**src/rtl/loader_pkg.sv**
```systemverilog
// Shared encodings for the program loader: FSM states, opcode constants, default store depth.
package loader_pkg;

   typedef enum logic [1:0] {
      ST_IDLE = 2'd0,
      ST_LOAD = 2'd1,
      ST_CHK  = 2'd2,
      ST_DONE = 2'd3
   } state_e;

   localparam logic [7:0] OP_HLT        = 8'hFF;
   localparam logic [7:0] OP_NOP        = 8'h00;
   localparam int         DEPTH_DEFAULT = 16;

endpackage

```
**src/rtl/prog_mem.sv**
```systemverilog
// Program store: DEPTH x DW register array, single-cycle clear to a fill word,
// one synchronous write port and an asynchronous read port.
module prog_mem #(
   parameter int              DEPTH     = 16,
   parameter int              AW        = 4,
   parameter int              DW        = 8,
   parameter logic [DW-1:0]   FILL_WORD = '1
) (
   input  logic          clk,
   input  logic          rstn,
   input  logic          clr_i,
   input  logic          we_i,
   input  logic [AW-1:0] waddr_i,
   input  logic [DW-1:0] wdata_i,
   input  logic [AW-1:0] raddr_i,
   output logic [DW-1:0] rdata_o
);

   logic [DW-1:0] mem_w [DEPTH];

   generate
      for (genvar gi = 0; gi < DEPTH; gi++) begin : g_word
         logic [DW-1:0] word_q;

         always_ff @(posedge clk or negedge rstn) begin
            if (!rstn) begin
               word_q <= FILL_WORD;
            end else if (clr_i) begin
               word_q <= FILL_WORD;
            end else if (we_i && (waddr_i == AW'(gi))) begin
               word_q <= wdata_i;
            end
         end

         assign mem_w[gi] = word_q;
      end
   endgenerate

   assign rdata_o = mem_w[raddr_i];

endmodule

```
**src/rtl/program_loader.sv**
```systemverilog
// Byte-stream program loader for the accumulator CPU: fills the store, serves fetches, holds the CPU.
// Optional trailing checksum byte when PROGRAM_LOADER_CHECKSUM_EN is defined.
module program_loader
   import loader_pkg::*;
#(
   parameter int DEPTH = DEPTH_DEFAULT,
   parameter int AW    = 4,
   parameter int DW    = 8
) (
   input  logic          clk,
   input  logic          rstn,
   input  logic          start,
   input  logic          in_valid,
   input  logic [DW-1:0] in_data,
   output logic          in_ready,
   input  logic [AW-1:0] rd_addr,
   output logic [DW-1:0] rd_data,
   output logic          cpu_hold,
   output logic          load_done,
   output logic [AW:0]   count,
   output logic          err
);

   state_e        state_q, state_d;
   logic [AW:0]   count_q, count_d;
   logic          accept;
   logic          last_byte;
   logic          mem_clr;
   logic          mem_we;
   logic [DW-1:0] mem_rdata;
   logic          err_flag;

`ifdef PROGRAM_LOADER_CHECKSUM_EN
   logic [DW-1:0] sum_q, sum_d;
   logic [DW-1:0] chk_total;
   logic          err_q, err_d;

   assign chk_total = sum_q + in_data;
   assign err_flag  = err_q;
`else
   assign err_flag  = 1'b0;
`endif

   assign in_ready  = (state_q == ST_LOAD) || (state_q == ST_CHK);
   assign accept    = in_valid && in_ready;
   // The DEPTH-th byte terminates the load even if it is not HLT, so wr_ptr never wraps.
   assign last_byte = (in_data == DW'(OP_HLT)) || (count_q == (AW+1)'(DEPTH - 1));

   always_comb begin
      state_d = state_q;
      count_d = count_q;
      mem_clr = 1'b0;
      mem_we  = 1'b0;
`ifdef PROGRAM_LOADER_CHECKSUM_EN
      sum_d   = sum_q;
      err_d   = err_q;
`endif
      case (state_q)
         ST_IDLE, ST_DONE: begin
            if (start) begin
               state_d = ST_LOAD;
               count_d = '0;
               mem_clr = 1'b1;
`ifdef PROGRAM_LOADER_CHECKSUM_EN
               sum_d   = '0;
               err_d   = 1'b0;
`endif
            end
         end
         ST_LOAD: begin
            if (accept) begin
               mem_we = 1'b1;
               if (count_q < (AW+1)'(DEPTH)) begin
                  count_d = count_q + 1'b1;
               end
`ifdef PROGRAM_LOADER_CHECKSUM_EN
               sum_d = sum_q + in_data;
               if (last_byte) begin
                  state_d = ST_CHK;
               end
`else
               if (last_byte) begin
                  state_d = ST_DONE;
               end
`endif
            end
         end
`ifdef PROGRAM_LOADER_CHECKSUM_EN
         ST_CHK: begin
            if (accept) begin
               err_d   = (chk_total != '0);
               state_d = ST_DONE;
            end
         end
`endif
         default: state_d = ST_IDLE;
      endcase
   end

   always_ff @(posedge clk or negedge rstn) begin
      if (!rstn) begin
         state_q <= ST_IDLE;
         count_q <= '0;
`ifdef PROGRAM_LOADER_CHECKSUM_EN
         sum_q   <= '0;
         err_q   <= 1'b0;
`endif
      end else begin
         state_q <= state_d;
         count_q <= count_d;
`ifdef PROGRAM_LOADER_CHECKSUM_EN
         sum_q   <= sum_d;
         err_q   <= err_d;
`endif
      end
   end

   prog_mem #(
      .DEPTH     (DEPTH),
      .AW        (AW),
      .DW        (DW),
      .FILL_WORD (DW'(OP_HLT))
   ) u_prog_mem (
      .clk     (clk),
      .rstn    (rstn),
      .clr_i   (mem_clr),
      .we_i    (mem_we),
      .waddr_i (count_q[AW-1:0]),
      .wdata_i (in_data),
      .raddr_i (rd_addr),
      .rdata_o (mem_rdata)
   );

   assign rd_data   = (state_q == ST_DONE) ? mem_rdata : DW'(OP_NOP);
   assign load_done = (state_q == ST_DONE) && !err_flag;
   assign cpu_hold  = !load_done;
   assign count     = count_q;
   assign err       = err_flag;

endmodule

```
**config.mk**
```make
export PLATFORM = sky130hd
export DESIGN_NAME = program_loader
export DESIGN_NICKNAME = d
export VERILOG_FILES = /design/src/rtl/loader_pkg.sv /design/src/rtl/prog_mem.sv /design/src/rtl/program_loader.sv
export SDC_FILE = /design/constraint.sdc
export NUM_CORES = 1
export LEC_CHECK = 0
export ABC_AREA = 1
export CAP_MARGIN = 20
export CORE_AREA = 5 5 131 133
export CTS_BUF_LIST = sky130_fd_sc_hd__clkbuf_8 sky130_fd_sc_hd__clkbuf_16
export DETAILED_ROUTE_END_ITERATION = 6
export DIE_AREA = 0 0 136 138
export DONT_BUFFER_PORTS = 1
export PLACE_DENSITY = 0.7
export SYNTH_ARGS = -nofsm -noshare
export SYNTH_HDL_FRONTEND = slang
export SYNTH_HIERARCHICAL = 1
export SYNTH_SLANG_ARGS = --single-unit
```
**constraint.sdc**
```tcl
create_clock -name clk -period 2 [get_ports clk]
set_input_delay 0.4 -clock clk [delete_from_list [all_inputs] [get_ports clk]]
set_output_delay 0.4 -clock clk [all_outputs]
set_load 0.005 [all_outputs]
```
-- Word level (Yosys, flattened, before mapping)
Cells that the tools add are included.
- word-level logic and storage cells: 136
- input port bits: 16
- register bits after elaboration: 135
- output and inout port bits: 17
- $lt $le $gt $ge: 2
- add/sub/neg operators: 1
- reduce and logical (&&, ||, !) cells: 42
- equality and inequality tests: 24
- bitwise logic cells: 1
- multiplexer cells: 48
- operator list (cell ; number):
    $mux 8 ; 35
    $reduce_bool 2->1 ; 17
    $bmux 8 s4 ; 1
    $eq 4x4->1 const B ; 8
    $logic_and 1x1->1 ; 17
    $eq 4x3->1 const B ; 4
    $mux 5 ; 3
    $pmux 5 s2 ; 1
    $eq 4x2->1 const B ; 2
    $eq 8x8->1 const B ; 1
    $mux 2 ; 3
    $ne 2x2->1 const B ; 3
    $add 5x1->5 const B ; 1
    $eq 5x4->1 const B ; 1
    $ge 5x5->1 const B ; 1
    $lt 5x5->1 const B ; 1
    $not 4->5 ; 1
    $eq 2x2->1 const B ; 2
    $eq 4x1->1 const B ; 1
    $logic_not 4->1 ; 1
    $mux 1 ; 4
    $pmux 2 s2 ; 1
    $reduce_and 4->1 ; 1
    $reduce_and 3->1 ; 1
    6 further kinds ; 7

-- Depth between registers and ports, before layout
Gate-level depths: netlist of run 1.
- depth after elaboration: 8
- gate-level depth with buffers: 11
- depth with buffers taken out: 10

-- Hierarchy
The synthesis of run 1 kept the hierarchy.
- modules (own cells, without submodules) (module ; area each (um2) ; instances ; sequential area each (um2) ; cells an instance):
    prog_mem ; 6880.3 ; 1 ; 3363.2 ; 874
    program_loader ; 563.0 ; 1 ; 175.2 ; 87

-- Worst setup path after synthesis of run 1
Ideal clock, no wire load.
- kind: input to output
- start: input rd_addr[0]
- end: output rd_data[3]
- path buffers: 3
- data required time: 1600 ps
- cell stages on the path: 10
- setup slack: 334 ps
- arrival time: 1266 ps
- path through: buf_2 -> buf_4 -> buf_2 -> nand2_1 -> nand3_1 -> nand3_1 -> nand3_1 -> nand2_1 -> nand2_1 -> inv_1
- word-level cells in the longest chain between the ends: 5
- ends and longest elaborated chain (element ; line ; source):
    start: declaration ; program_loader.sv:16 ; input logic [AW-1:0] rd_addr,
    $not 4->5 (implied by the code) ; prog_mem.sv:39 ; assign rdata_o = mem_w[raddr_i];
    $bmux 8 s4 ; prog_mem.sv:39 ;
    $mux 8 (implied by the code) (2 in a row) ; prog_mem.sv:39 ;
    named net mem_rdata[3] ; program_loader.sv:30 ; logic [DW-1:0] mem_rdata;
    $mux 8 ; program_loader.sv:134 ; assign rd_data = (state_q == ST_DONE) ? mem_rdata : DW'(OP_NOP);
    end: declaration ; program_loader.sv:17 ; output logic [DW-1:0] rd_data,
The timed path passes the listed nets, and every way through them passes these cells. The select of a mux whose other input is x is not followed.

-- Worst setup path in the final report of run 1
- start: register u_prog_mem.g_word[3].word_q[2]
- end: output rd_data[2]
- word-level cells in the longest chain between the ends: 4
- ends and longest elaborated chain (element ; line ; source):
    start: declaration ; prog_mem.sv:23 ; logic [DW-1:0] word_q;
    start signal: assignment ; prog_mem.sv:31 ; word_q <= wdata_i;
    $bmux 8 s4 ; prog_mem.sv:39 ;
    $mux 8 (implied by the code) (2 in a row) ; prog_mem.sv:39 ;
    named net mem_rdata[2] ; program_loader.sv:30 ;
    $mux 8 ; program_loader.sv:134 ;
The timed path passes the listed nets, and every way through them passes these cells. The select of a mux whose other input is x is not followed.

==> impl_metrics.csv, run 1 <==
group,metric,value,unit
route,via_per_inst,5.09,
synthesis,synth-main-ff-cell,"sky130_fd_sc_hd__dfstp_2",
placed_design,dpl-instance-area,7480,sq um
route,met2_length,7.98,mm
worst_setup_path,startpoint_type,"flip-flop",
synthesis,synth_top_area_share,0.452,
global_routing,grt_pass1_wl,29.8,mm
finish,post_route_cells_drive_above_1_share,0.309,
floorplan,initial_standard_cell_utilization_of_the_core,0.474,
cts,cts_root_buf,"sky130_fd_sc_hd__clkbuf_16",
timing,timing.final.crit_share,1.01,
synthesis,postSynth.asyncResetShare,1.00,
power,share_seq_of_total_power,0.379,
finish,finalNetCount,964,
floorplan,floorplan.rows,46,
synthesis,yosysSeqAreaShare,0.475,
synthesis,synth_enable_flop_cells,0,
cts,cts.path.max_buffers,2,
timing,period_needed,2.01,ns
route,wl_per_cell,15.6,microns
worst_setup_path,critPathKind,"flip-flop to output pin",
cts,tritoncts_num_sinks,135,
synthesis,yosysUniqueCellTypes,29,
route,route.layer.met1.wl,8.59,mm
worst_setup_path,critical_path.endpoint_type,"output pin",
finish,finalNonFillerCells,1172,
worst_setup_path,required,1.60,ns
synthesis,postSynthAreaPerCell,7.75,sq um
route,total_routed_wirelength,18.2,mm
power,p_leak,3.93,nW
global_routing,globalRouteOverflowTotal,0,
global_routing,antenna_found_initial,0,
run,drv_cap,0,
worst_setup_path,critical_path_arrival,1.61,ns
route,dr.max_layer_used,"met4",
route,route.vias.total,5970,
timing,setup_tns,-0.0211,ns
synthesis,synthMostInstantiatedCell,"sky130_fd_sc_hd__nand2_1",
route,detailedRoute.firstIterationViolations,696,
hold_path,hold_class,"input pin to async pin",
cts,cts_tree,"yes",
power,share_comb_of_total_power,0.382,
synthesis,post_synth_most_frequent_cells,"sky130_fd_sc_hd__nand2_1 (308), sky130_fd_sc_hd__inv_1 (152), sky130_fd_sc_hd__dfstp_2 (128)",
synthesis,netlist_area,7440,sq um
placed_design,dpl_wire_length,11.4,mm
power,power_density,1720,nW/um^2
power,peak_ir_drop_on_the_vdd_network,1.04,mV
synthesis,yosys_warnings,6,
power,p_sw,5.26,mW
global_routing,grt_max_degree,136,
timing,hold_viol,135,
route,dr.pass1.iters,5,
timing,final.setup_skew,0.00643,ns
timing,post-route-worst-setup-slack,-0.0117,ns
synthesis,synth.ff_latch_count,135,
finish,post-route-util,0.533,
cts,total_clock_buffers_created_by_cts,17,
timing,max_freq,497,MHz
placed_design,place.detailed.instances,1138,
synthesis,post_synth_main_area_contributors,"sky130_fd_sc_hd__dfstp_2 (45%), sky130_fd_sc_hd__nand2_1 (16%), sky130_fd_sc_hd__nand3_1 (7.7%)",
placed_design,pre_cts_slack,0.143,ns
cts,h_tree_depth,4,
timing,number_of_pins_exceeding_their_max_slew_limit_in_the_final_report,0,
outcome,outcome,"finished with violations",
finish,insertedDiodeCount,0,
power,switching_share,0.366,
global_routing,first_global_vias,5665,
placed_design,finalWeightedCongestion,0.825,
cts,cts.clk_slew.worst_paths,0.06,ns
route,drt.antenna.violating_nets,0,
global_routing,gr-usage-all-layers,0.200,
finish,stdcell_area,8380,sq um
power,power.total,14.4,mW
power,power_report.internal_total,9.11,mW
worst_setup_path,critPathMaxFanout,2,
timing,rsz0062_at_grt,"yes",
route,number_of_design_rule_violations_left_after_detail_routing,0,
placed_design,port_buffers,0,
floorplan,fp.dieW,136,microns
timing,fin_worst_hold_slack,-0.314,ns
route,wl_met3,1.41,mm
synthesis,post_synth_inst_count,961,
power,p_clk_frac,0.240,
synthesis,synthDominantAreaCellType,"sky130_fd_sc_hd__dfstp_2",
floorplan,design.die.area,18800,sq um
finish,synthToLayoutAreaGrowth,12.5,%
floorplan,io_pins,33,
timing,setup_violation_total_in_the_final_timing_report,2,
floorplan,core,15700,sq um
outcome,violations,"hold timing, setup timing",
floorplan,die_height,138,microns
synthesis,synth.net_count,982,
cts,worstSkewPairLatency,0.42,ns
-- layout make-up --
| type | count | area, sq um |
|---|---|---|
| Clock buffer | 21 | 492 |
| Clock inverter | 11 | 168 |
| Fill cell | 1437 | 7340 |
| Inverter | 157 | 596 |
| Multi-Input combinational cell | 612 | 3110 |
| Sequential cell | 135 | 3540 |
| Tap cell | 216 | 270 |
| Timing Repair Buffer | 20 | 200 |
-- worst max-delay path, stage by stage, from the launching register on --
cell and delay [ns]:
sky130_fd_sc_hd__dfstp_2 0.51, sky130_fd_sc_hd__inv_1 0.05, sky130_fd_sc_hd__nand2_1 0.06, sky130_fd_sc_hd__nand3_1 0.12
sky130_fd_sc_hd__nand3_1 0.09, sky130_fd_sc_hd__nand3_1 0.11, sky130_fd_sc_hd__nand2_2 0.09, sky130_fd_sc_hd__nand2_2 0.07
sky130_fd_sc_hd__inv_2 0.08
-- flip-flops by register name, indices dropped and copies added, names as in the netlist --
name                      cells
state_q                       2
count                         5
u_prog_mem/g_word.word_q    128
-- kinds of logic after synthesis --
family                     after synthesis  synth area share
and+or+nand+nor                        468             0.276
buffers and inverters                  214             0.135
AOI/OAI and AO/OA                      138             0.105
DFF                                    135             0.475
adders and majority gates                5           0.00840
other                                    1          0.000504
-- routing by layer --
metal  vias up  GRT usage
met5         -          0
met1      2844      0.294
met3        16     0.0588
li1       2921          -
met2       189      0.288
met4         0     0.0536
-- cell usage in the layout, fill, tap and decap left out, drive strengths merged --
| master | n |
|---|---|
| nand2 | 324 |
| inv | 156 |
| o21ai | 135 |
| dfstp | 128 |
| nand3 | 117 |
| clkbuf | 21 |
| buf | 20 |
| nor2 | 15 |
| or2 | 8 |
| dfrtp | 7 |
| ha | 5 |
| clkinv | 5 |
| bufinv | 4 |
| clkinvlp | 3 |
| a21oi | 3 |
| nand4 | 2 |
| nor3 | 2 |
| conb | 1 |
-- power by group through the flow --
stage	Sequential, mW	Clock (mW)	Combinational [mW]
2_1_floorplan	5.38	0	4.49
3_3_place_gp	5.42	0	5.11
3_5_place_dp	5.49	0	5.24
4_1_cts	5.45	3.48	5.37
5_1_grt	5.58	3.62	6.22
6_report	5.44	3.44	5.49
-- repair_timing --
| item | in CTS | in global routing |
|---|---|---|
| pin swaps | 5 | 16 |
| buffers inserted | 0 | 2 |
| endpoints found under the hold margin | 135 | 135 |
| endpoints found under the setup margin | 9 | 24 |
| gates resized for setup | 36 | 28 |
-- path summary, 6_finish.rpt --
| kind | from | end | slack (ns) | cells after the start |
|---|---|---|---|---|
| setup / recovery | u_prog_mem/g_word[3].word_q[2] | rd_data[2] | -0.01 | 8 |
| hold / removal | rstn | count[3] | -0.31 | 0 |
| setup reg to reg | state_q[1] | u_prog_mem/g_word[4].word_q[6] | 0.19 | 10 |
| hold reg to reg | u_prog_mem/g_word[0].word_q[4] | u_prog_mem/g_word[0].word_q[4] | 0.48 | 2 |
| max in group asynchronous | rstn | u_prog_mem/g_word[0].word_q[3] | 2.08 | 0 |
| min in group clk | in_data[2] | u_prog_mem/g_word[11].word_q[2] | 0.17 | 2 |
Power figures use the tool's default switching activity.
==> run 2, diff against run 1 <==
- ABC_AREA: 1 -> default
- CORE_AREA: 5 5 131 133 -> 5 5 150 152
- DIE_AREA: 0 0 136 138 -> 0 0 155 157
- PLACE_DENSITY: 0.7 -> 0.57
- SETUP_SLACK_MARGIN: default -> 0.2
==> run 2 against run 1 <==
The flow still finishes with violations (hold timing, setup timing). Sequential share of layout area is 2.0 points lower. Register-to-register slack worse by 0.07 ns. Total power is 22% lower. Setup slack worse by 0.17 ns. Routed wire length is 16% higher. Clock-buffer cell count is 3 higher. Final cell count is 26% lower. Die area is 30% higher. Cell area is 5.0% higher. Utilization is 11 points lower. Hold slack worse by 0.0036 ns. Combinational power is 32% lower. Largest cell class is now multi-input gates. Largest power group is now sequential cells. Highest routed layer unchanged.
==> impl_metrics.csv, run 2 <==
group,metric,value,unit
route,total_routed_wirelength,21.2,mm
hold_path,hold_class,"input pin to async pin",
floorplan,design.die.area,24300,sq um
floorplan,fp.dieW,155,microns
floorplan,floorplan.rows,53,
cts,cts_root_buf,"sky130_fd_sc_hd__clkbuf_16",
finish,fillers,1917,
timing,period_needed,2.18,ns
worst_setup_path,critPathKind,"flip-flop to output pin",
worst_setup_path,ff2ff_setup_slack,0.12,ns
synthesis,yosysSeqAreaShare,0.488,
floorplan,die_height,157,microns
global_routing,first_global_vias,5464,
synthesis,post_synth_most_frequent_cells,"sky130_fd_sc_hd__and3_1 (130), sky130_fd_sc_hd__a211o_1 (128), sky130_fd_sc_hd__dfstp_2 (128)",
route,detailedRoute.firstIterationViolations,601,
route,route.vias.total,5465,
power,share_seq_of_total_power,0.394,
synthesis,yosys_warnings,6,
finish,post-route-util,0.421,
global_routing,use_met2,0.271,
finish,post_route_cells_drive_above_1_share,0.470,
global_routing,grt_max_degree,136,
timing,number_of_pins_exceeding_their_max_slew_limit_in_the_final_report,0,
placed_design,place.detailed.instances,817,
synthesis,synthMostInstantiatedCell,"sky130_fd_sc_hd__and3_1",
global_routing,antenna_found_initial,0,
floorplan,core,20900,sq um
worst_setup_path,critPathMaxFanout,2,
synthesis,synth.ff_latch_count,135,
synthesis,synth_enable_flop_cells,0,
finish,synthToLayoutAreaGrowth,21.3,%
cts,cts.clk_slew.worst_paths,0.06,ns
synthesis,netlist_area,7250,sq um
outcome,outcome,"finished with violations",
placed_design,port_buffers,0,
worst_setup_path,critical_path.endpoint_type,"output pin",
power,p_sw,3.53,mW
placed_design,dpl_wire_length,11.9,mm
power,switching_share,0.314,
route,drt.antenna.violating_nets,0,
floorplan,io_pins,33,
cts,worstSkewPairLatency,0.43,ns
route,via_per_inst,6.29,
timing,tightest_slew,0.784,ns
timing,setup_violation_total_in_the_final_timing_report,8,
finish,layout.cells.most_common_list,"sky130_fd_sc_hd__a211o_1 (128), sky130_fd_sc_hd__dfstp_2 (128), sky130_fd_sc_hd__and3_1 (113)",
global_routing,gr-usage-all-layers,0.168,
worst_setup_path,worst-r2r-cell-count,8,
global_routing,grt-busiest-layer,"met2",
worst_setup_path,critPathMaxStageDelay,0.50,ns
worst_setup_path,critical_r2r_capture,"u_prog_mem/g_word[4].word_q[6]",
synthesis,synthDominantAreaCellType,"sky130_fd_sc_hd__dfstp_2",
cts,total_clock_buffers_created_by_cts,17,
global_routing,grt.met3_usage,0.0443,
worst_setup_path,worst_path_max_delay_cell,"sky130_fd_sc_hd__mux4_2",
synthesis,post_synth_main_area_contributors,"sky130_fd_sc_hd__dfstp_2 (46%), sky130_fd_sc_hd__a211o_1 (15%), sky130_fd_sc_hd__and3_1 (11%)",
route,number_of_design_rule_violations_left_after_detail_routing,0,
route,wl_per_cell,24.5,microns
cts,tritoncts_num_sinks,135,
synthesis,postSynth.asyncResetShare,1.00,
synthesis,synth.net_count,612,
route,dr.pass1.iters,5,
timing,final.setup_skew,0.00551,ns
timing,post-route-worst-setup-slack,-0.183,ns
cts,cts_tree,"yes",
timing,hold_viol,135,
placed_design,finalWeightedCongestion,0.796,
finish,largest_register,"u_prog_mem/g_word.word_q",
cts,h_tree_depth,4,
finish,largest_reg_flops,128,
timing,setup_tns,-1.17,ns
worst_setup_path,critical_path.cell_chain,"mux4_2 > a22oi_1 > nand2_1 > and2_1",
run,drv_cap,0,
timing,worst_slew_margin_rel,0.476,
power,power_report.internal_total,7.70,mW
global_routing,grt_pass1_wl,31.8,mm
worst_setup_path,required,1.60,ns
worst_setup_path,startpoint_type,"flip-flop",
power,share_comb_of_total_power,0.331,
synthesis,synth_top_area_share,0.464,
finish,insertedDiodeCount,0,
timing,max_freq,458,MHz
timing,rsz0062_at_grt,"yes",
finish,finalNetCount,602,
cts,cts.path.max_buffers,2,
synthesis,synth-main-ff-cell,"sky130_fd_sc_hd__dfstp_2",
synthesis,yosysUniqueCellTypes,37,
global_routing,globalRouteOverflowTotal,0,
synthesis,postSynthAreaPerCell,12.3,sq um
timing,timing.final.crit_share,1.09,
outcome,violations,"hold timing, setup timing",
timing,fin_worst_hold_slack,-0.318,ns
global_routing,use_met1,0.219,
worst_setup_path,critical_path_arrival,1.78,ns
worst_setup_path,worstReg2RegStart,"state_q[1]",
synthesis,post_synth_inst_count,591,
power,p_leak,3.57,nW
power,peak_ir_drop_on_the_vdd_network,0.739,mV
power,power_density,1280,nW/um^2
power,p_clk_frac,0.275,
power,power.total,11.2,mW
finish,finalNonFillerCells,869,
floorplan,initial_standard_cell_utilization_of_the_core,0.347,
==> run 2: layout make-up <==
type                    instances  area (sq um)  area share
inverters                       8          35.0     0.00398
well taps                     275           344      0.0391
multi-input cells             386          3680       0.419
clock buffers                  24           522      0.0593
repair buffers                 33           607      0.0690
flip-flops and latches        135          3540       0.402
clock inverters                 8          68.8     0.00782
==> run 2: power by group through the flow <==
stage	clock network (mW)	logic (mW)	registers, mW
2_1_floorplan	0	2.16	4.27
3_3_place_gp	0	2.85	4.38
3_5_place_dp	0	2.93	4.43
4_1_cts	3.14	3.30	4.40
5_1_grt	3.25	3.92	4.51
6_report	3.09	3.72	4.42
==> run 2: cells by family (layout without fill, tap and decap cells) <==
| kind of cell | after synthesis | after routing | synth area share |
|---|---|---|---|
| buffers and inverters | 70 | 73 | 0.0493 |
| adder cells (fa/ha/maj) | 5 | 5 | 0.00863 |
| XOR/XNOR | 2 | 2 | 0.00242 |
| AND/OR/NAND/NOR | 188 | 188 | 0.156 |
| multiplexers | 34 | 34 | 0.111 |
| AO/OA/AOI/OAI | 156 | 156 | 0.183 |
| flip-flops | 135 | 135 | 0.488 |
| other | 1 | 1 | 0.000517 |
==> run 2: how the worst max path moves through the flow <==
stage | start | slack (ns) | depth (start not counted) | to
after CTS | u_prog_mem/g_word[3].word_q[7] | -0.21 | 4 | rd_data[7]
final | u_prog_mem/g_word[6].word_q[1] | -0.18 | 4 | rd_data[1]
after floorplan | rd_addr[0] | 0.09 | 6 | rd_data[6]
after detailed placement | rd_addr[0] | 0.14 | 4 | rd_data[7]
after global placement | rd_addr[0] | 0.14 | 4 | rd_data[7]
after global routing | u_prog_mem/g_word[0].word_q[7] | -0.24 | 4 | rd_data[7]
==> run 2: timing repair <==
action	CTS	global route
endpoints found under the hold margin	135	135
buffers inserted	5	3
setup endpoints to repair	111	139
cloned	1	11
pin swaps	19	131
resized for setup	38	33
==> run 2: critical path: cells and delay by family (launching register included) <==
family	cells	cell delay (ns)
flip-flops	1	0.37
multiplexers	1	0.50
AO/OA/AOI/OAI	1	0.20
AND/OR/NAND/NOR	2	0.28
==> run 2: metrics by stage <==
stage	area [sq um]	worst slack (ns)
floorplan	7270	0.0940
global placement	7490	0.135
detailed placement	7490	0.144
CTS	8340	-0.206
global route	8800	-0.241
finish	8800	-0.183
==> run 2: routing by layer <==
| layer | part of all wire | routed length (microns) |
|---|---|---|
| met1 | 0.43 | 9110 |
| met2 | 0.48 | 10200 |
| met3 | 0.074 | 1570 |
| met4 | 0.017 | 364 |
| met5 | 0 | 0 |
